File: config.mk
export PLATFORM = sky130hd
export DESIGN_NAME = booth_multiplier_seq
export DESIGN_NICKNAME = d
export VERILOG_FILES = /design/src/rtl/booth_multiplier_seq.sv
export SDC_FILE = /design/constraint.sdc
export NUM_CORES = 1
export LEC_CHECK = 0
export ABC_CLOCK_PERIOD_IN_PS = 12600
export BUFFER_PORTS_ARGS = -buffer_cell sky130_fd_sc_hd__buf_2
export CAP_MARGIN = 10
export CORE_MARGIN = 5
export CORE_UTILIZATION = 30
export CTS_CLUSTER_SIZE = 8
export DETAILED_ROUTE_END_ITERATION = 6
export GPL_ROUTABILITY_DRIVEN = 0
export GPL_TIMING_DRIVEN = 0
export SYNTH_ARGS = -nofsm -noshare
export SYNTH_HDL_FRONTEND = slang
export SYNTH_SLANG_ARGS = --single-unit
File: constraint.sdc
create_clock -name clock -period 12.6 [get_ports clock]
set_input_delay 2.52 -clock clock [delete_from_list [all_inputs] [get_ports clock]]
set_output_delay 2.52 -clock clock [all_outputs]
set_load 0.02 [all_outputs]
File: src/rtl/booth_multiplier_seq.sv
// booth_multiplier_seq: iterative radix-2 Booth multiplier, one step per clock, start/busy/done handshake
module booth_multiplier_seq #(
  parameter int WIDTH = 32
) (
  input  logic               clock,
  input  logic               clear,
  input  logic               start,
  input  logic               signed_mode,
  input  logic [WIDTH-1:0]   multiplicand,
  input  logic [WIDTH-1:0]   multiplier,
  output logic               busy,
  output logic               done,
  output logic [2*WIDTH-1:0] product_out
);
  localparam int W1 = WIDTH + 1;
  localparam int CW = $clog2(W1);
  typedef enum logic [1:0] {IDLE, RUN, DONE} state_t;
  state_t          r_state, w_next;
  logic [W1-1:0]   r_acc, r_mplr, r_a, w_acc;
  logic            r_q, w_last;
  logic [CW-1:0]   r_cnt;
  logic [2*W1:0]   w_shift;
  logic [2*WIDTH-1:0] r_prod;
  // The extra operand bit lets one signed Booth recurrence cover unsigned operands too
  always_comb begin
    w_acc   = ( r_mplr[0] && !r_q) ? r_acc - r_a :
              (!r_mplr[0] &&  r_q) ? r_acc + r_a : r_acc;
    w_shift = {w_acc[W1-1], w_acc, r_mplr};
    w_last  = r_cnt == CW'(W1 - 1);
    w_next  = r_state;
    w_next  = (r_state == IDLE) ? (start ? RUN : IDLE) :
              (r_state == RUN)  ? (w_last ? DONE : RUN) : IDLE;
  end
  always_ff @(posedge clock or posedge clear) begin
    if (clear) begin
      r_state <= IDLE;
      r_acc   <= '0;
      r_mplr  <= '0;
      r_a     <= '0;
      r_q     <= 1'b0;
      r_cnt   <= '0;
      r_prod  <= '0;
    end else begin
      r_state <= w_next;
      if (r_state == IDLE && start) begin
        r_a    <= {signed_mode & multiplicand[WIDTH-1], multiplicand};
        r_mplr <= {signed_mode & multiplier[WIDTH-1], multiplier};
        r_acc  <= '0;
        r_q    <= 1'b0;
        r_cnt  <= '0;
      end else if (r_state == RUN) begin
        {r_acc, r_mplr, r_q} <= w_shift;
        r_cnt <= r_cnt + CW'(1);
        if (w_last) r_prod <= w_shift[2*WIDTH:1];
      end
    end
  end
  assign busy        = r_state != IDLE;
  assign done        = r_state == DONE;
  assign product_out = r_prod;
endmodule

==> implementation parameters <==
Parameter                              Value

Synth
  Share of synthesized registers carrying an async set or reset    100%
  Synthesized Nets    1440
  Most instantiated library cell after synthesis    sky130_fd_sc_hd__nand2_1
  Cell taking the most area after synthesis    sky130_fd_sc_hd__dfrtp_1
  Leading register cell type out of synthesis    sky130_fd_sc_hd__dfrtp_1
  Cells taking the most area after synthesis    sky130_fd_sc_hd__dfrtp_1, sky130_fd_sc_hd__nand2_1, sky130_fd_sc_hd__ha_1, sky130_fd_sc_hd__o21ai_0, sky130_fd_sc_hd__a21oi_1
  Mean post-synth cell area    8.31 um2
  Number of register bits inferred by synthesis    171
  Count of distinct cell types in the synthesized netlist    79
  Post-synth top cells    sky130_fd_sc_hd__nand2_1, sky130_fd_sc_hd__dfrtp_1, sky130_fd_sc_hd__o21ai_0
  Count of flip-flops with a built-in enable after synthesis    0
  Synth Warn #    0
  Sequential area share after synthesis    39.6%
  Area share of the largest cell type after synthesis    39.6%
  Mapped Area    10800 um2
  Syn Inst Count    1302

Global route
  Pin count of the biggest net entering global routing    121
  Gr ovfl total    0
  Wire length of the first global-routing pass    55700 um
  Total global routing track utilization    17.5%
  Antenna violations before repair    5
  Number of global-route vias before repair    9980

Cells and area
  Fill cell instance count of the final layout    3738
  Register area    4280 um2
  Fraction of final layout cells with drive strength greater than 1    14.9%
  Post-Layout Cell Count    1928
  Combined area of the multi-input logic cells    5920 um2
  Utilization after layout    35.7%
  Area overhead of the layout relative to synthesis    17.5%
  Final-stage net count    1593
  Final design instance area without fill    12700 um2

Critical path
  Depth of the worst register-to-register path    11
  Critical Path Start Type    input port
  Cell repeated most along the worst path    sky130_fd_sc_hd__clkbuf_1
  Minimum setup slack among reg-to-reg paths    9.20 ns
  Setup crit end kind    flip-flop
  Critical-path top delay cell    sky130_fd_sc_hd__clkbuf_1
  End of the worst register-to-register path    product_out[60]$_DFFE_PP0P_
  Biggest cell delay along the critical path    0.56 ns
  Largest driver fanout on the critical path    10
  Reg2reg start    r_acc[0]$_DFFE_PP0P_
  Arrival @ worst endpoint    4.18 ns
  Required time reported for the critical path endpoint    12.89 ns
  Ordered list of cells on the worst path    buf_2, and2_1, clkbuf_1, clkbuf_1, clkbuf_1, o21ai_0
  Path type of the worst setup path    input port to flip-flop

Pwr
  Total power    4.29 mW
  Power per standard cell area    338 nW/um2
  Leak pwr    5.87 nW
  Worst ir drop on vdd    0.110 mV

Timing
  Setup slack of the critical path after layout    8.70 ns
  RSZ-0062 raised after global routing    false
  Maximum achievable frequency    257 MHz
  Total Neg Setup Slack    0 ns
  Clock skew after layout    0.0106 ns
  Tcrit/Tclk final    30.9%
  Total count of hold-check failures in the final report    0
  Fin Hold WS    0.476 ns
  Final setup violation count    0
  Worst Tran Pin Value    0.914 ns
  Worst slew margin relative to its limit    38.8%
  Final slew viol count    0
  Post-route minimum period    3.90 ns

Clock tree
  Number of buffers inserted by hold repair at cts    0
  Post-CTS Setup Inserts    0
  Clock tree root buffer cell    sky130_fd_sc_hd__clkbuf_16
  Reg clk slew, reported paths    0.07 ns
  Number of gates given a new drive strength after cts    0
  Number of buffers added by the clock tree synthesis step    17
  H-tree lvl count    4
  Clk buf depth    2
  CTS tree    done
  Clock latency of the later-clocked register in the worst-skew pair    0.44 ns
  # clock sinks    171

Drt
  M1 WL    15700 um
  Remaining DRCs    5
  DRT Wirelength    35300 um
  Number of vias after detailed routing    10100
  Final antenna-violating net count    0
  Total met3 wirelength after detailed routing    2620 um
  Highest Signal Layer    met5
  Average via count per standard cell    5.22
  Detailed-route wire length per cell    18.3 um
  Routed wire length on met2    15700 um
  Iteration count of the initial detailed-routing pass    7
  Starting DRC count in detailed routing    837

Floorplanning
  Core footprint    35600 um2
  Std cell rows    69
  Initial core utilization    30.4%
  Area enclosed by the die boundary    40000 um2
  Die extent in x    200 um
  Number of top-level pins    134
  Y dimension of the die    200 um

Run status
  Result of the run    complete, but fails checks
  Violations in the final reports    design-rule violations

Place
  HPWL after detailed placement    26900 um
  Buffers added on ports    133
  Post-Place Setup Slack    8.27 ns
  Dpl cell area    12100 um2
  Placed instance count    1897

Worst hold path
  Hold path start    product_out[50]$_DFFE_PP0P_
  Hold-critical path endpoint    product_out[50]$_DFFE_PP0P_
  Class of the tightest hold or removal check    flip-flop to flip-flop
  Hold Path Depth    2

Job
  Maxcap violations    0
[flip-flops by register name, summed over array words and instances, names as in the netlist]
signal / flops
r_cnt: 6
r_a: 33
r_mplr: 33
product_out: 64
r_acc: 32
r_q: 1
r_state: 2
[worst max-delay path: cells and delay by family]
family,cells,cell delay [ns]
compound gates,1,0.19
simple gates,1,0.11
buf+inv,4,1.37
[placed cells by master (no fill, tap or decap), types with 5 or more instances in the layout]
master and count:
sky130_fd_sc_hd__a211oi_1 21, sky130_fd_sc_hd__a21o_1 15, sky130_fd_sc_hd__a21oi_1 74, sky130_fd_sc_hd__a22oi_1 39, sky130_fd_sc_hd__a31oi_1 11, sky130_fd_sc_hd__and3_1 9
sky130_fd_sc_hd__buf_1 6, sky130_fd_sc_hd__buf_2 143, sky130_fd_sc_hd__clkbuf_1 60, sky130_fd_sc_hd__clkbuf_16 17, sky130_fd_sc_hd__dfrtp_1 171, sky130_fd_sc_hd__ha_1 68
sky130_fd_sc_hd__inv_1 60, sky130_fd_sc_hd__inv_2 5, sky130_fd_sc_hd__mux2i_1 6, sky130_fd_sc_hd__nand2_1 278, sky130_fd_sc_hd__nand2b_1 11, sky130_fd_sc_hd__nand3_1 46
sky130_fd_sc_hd__nand4_1 5, sky130_fd_sc_hd__nor2_1 84, sky130_fd_sc_hd__nor2b_1 18, sky130_fd_sc_hd__nor3_1 12, sky130_fd_sc_hd__nor4_1 7, sky130_fd_sc_hd__o211ai_1 7
sky130_fd_sc_hd__o21ai_0 101, sky130_fd_sc_hd__o21ai_1 18, sky130_fd_sc_hd__o21bai_1 9, sky130_fd_sc_hd__o22ai_1 9, sky130_fd_sc_hd__o31ai_1 6, sky130_fd_sc_hd__xnor2_1 24
sky130_fd_sc_hd__xor2_1 9
[layer usage]
metal | GRT usage (%) | vias up
met2 | 27.4 | 399
met3 | 4.10 | 77
li1 | - | 4821
met1 | 23.7 | 4772
met4 | 6.82 | 4
met5 | 0 | -
[worst max path at each step]
stage	start	endpoint	slack, ns	depth (start not counted)
3_5_place_dp	start	r_a[30]$_DFFE_PP0P_	8.27	6
5_1_grt	start	r_a[30]$_DFFE_PP0P_	8.59	6
4_1_cts	start	r_a[30]$_DFFE_PP0P_	8.72	6
2_1_floorplan	clear	product_out[0]$_DFFE_PP0P_	5.45	1
3_3_place_gp	clear	r_acc[25]$_DFFE_PP0P_	3.23	2
6_report	start	r_a[5]$_DFFE_PP0P_	8.70	6
[cell type report]
type / count / share of cell area, %
Antenna cell: 2 / 0.0394
Buffer: 83 / 2.84
Clock buffer: 18 / 3.46
Clock inverter: 11 / 1.34
Inverter: 69 / 2.10
Multi-Input combinational cell: 979 / 46.6
Sequential cell: 171 / 33.7
Tap cell: 461 / 4.54
Timing Repair Buffer: 134 / 5.45
[report_power, final]
group	leakage [nW]	internal (mW)	switching, mW	total (mW)
clock network	0.291	0.334	0.226	0.561
logic	3.49	0.986	1.72	2.71
registers	2.09	0.809	0.213	1.02
[kinds of logic (layout without fill, tap and decap cells)]
kind of cell | count (synthesis) | after routing | share of synthesized area [%]
and+or+nand+nor | 489 | 489 | 19.6
AOI/OAI and AO/OA | 378 | 378 | 23.3
DFF | 171 | 171 | 39.6
buffers and inverters | 152 | 315 | 5.74
adders and majority gates | 70 | 70 | 8.23
xor gates and xnor gates | 33 | 33 | 2.67
muxes | 9 | 9 | 0.902
other | 0 | 2 | 0
Power figures use the tool's default switching activity.
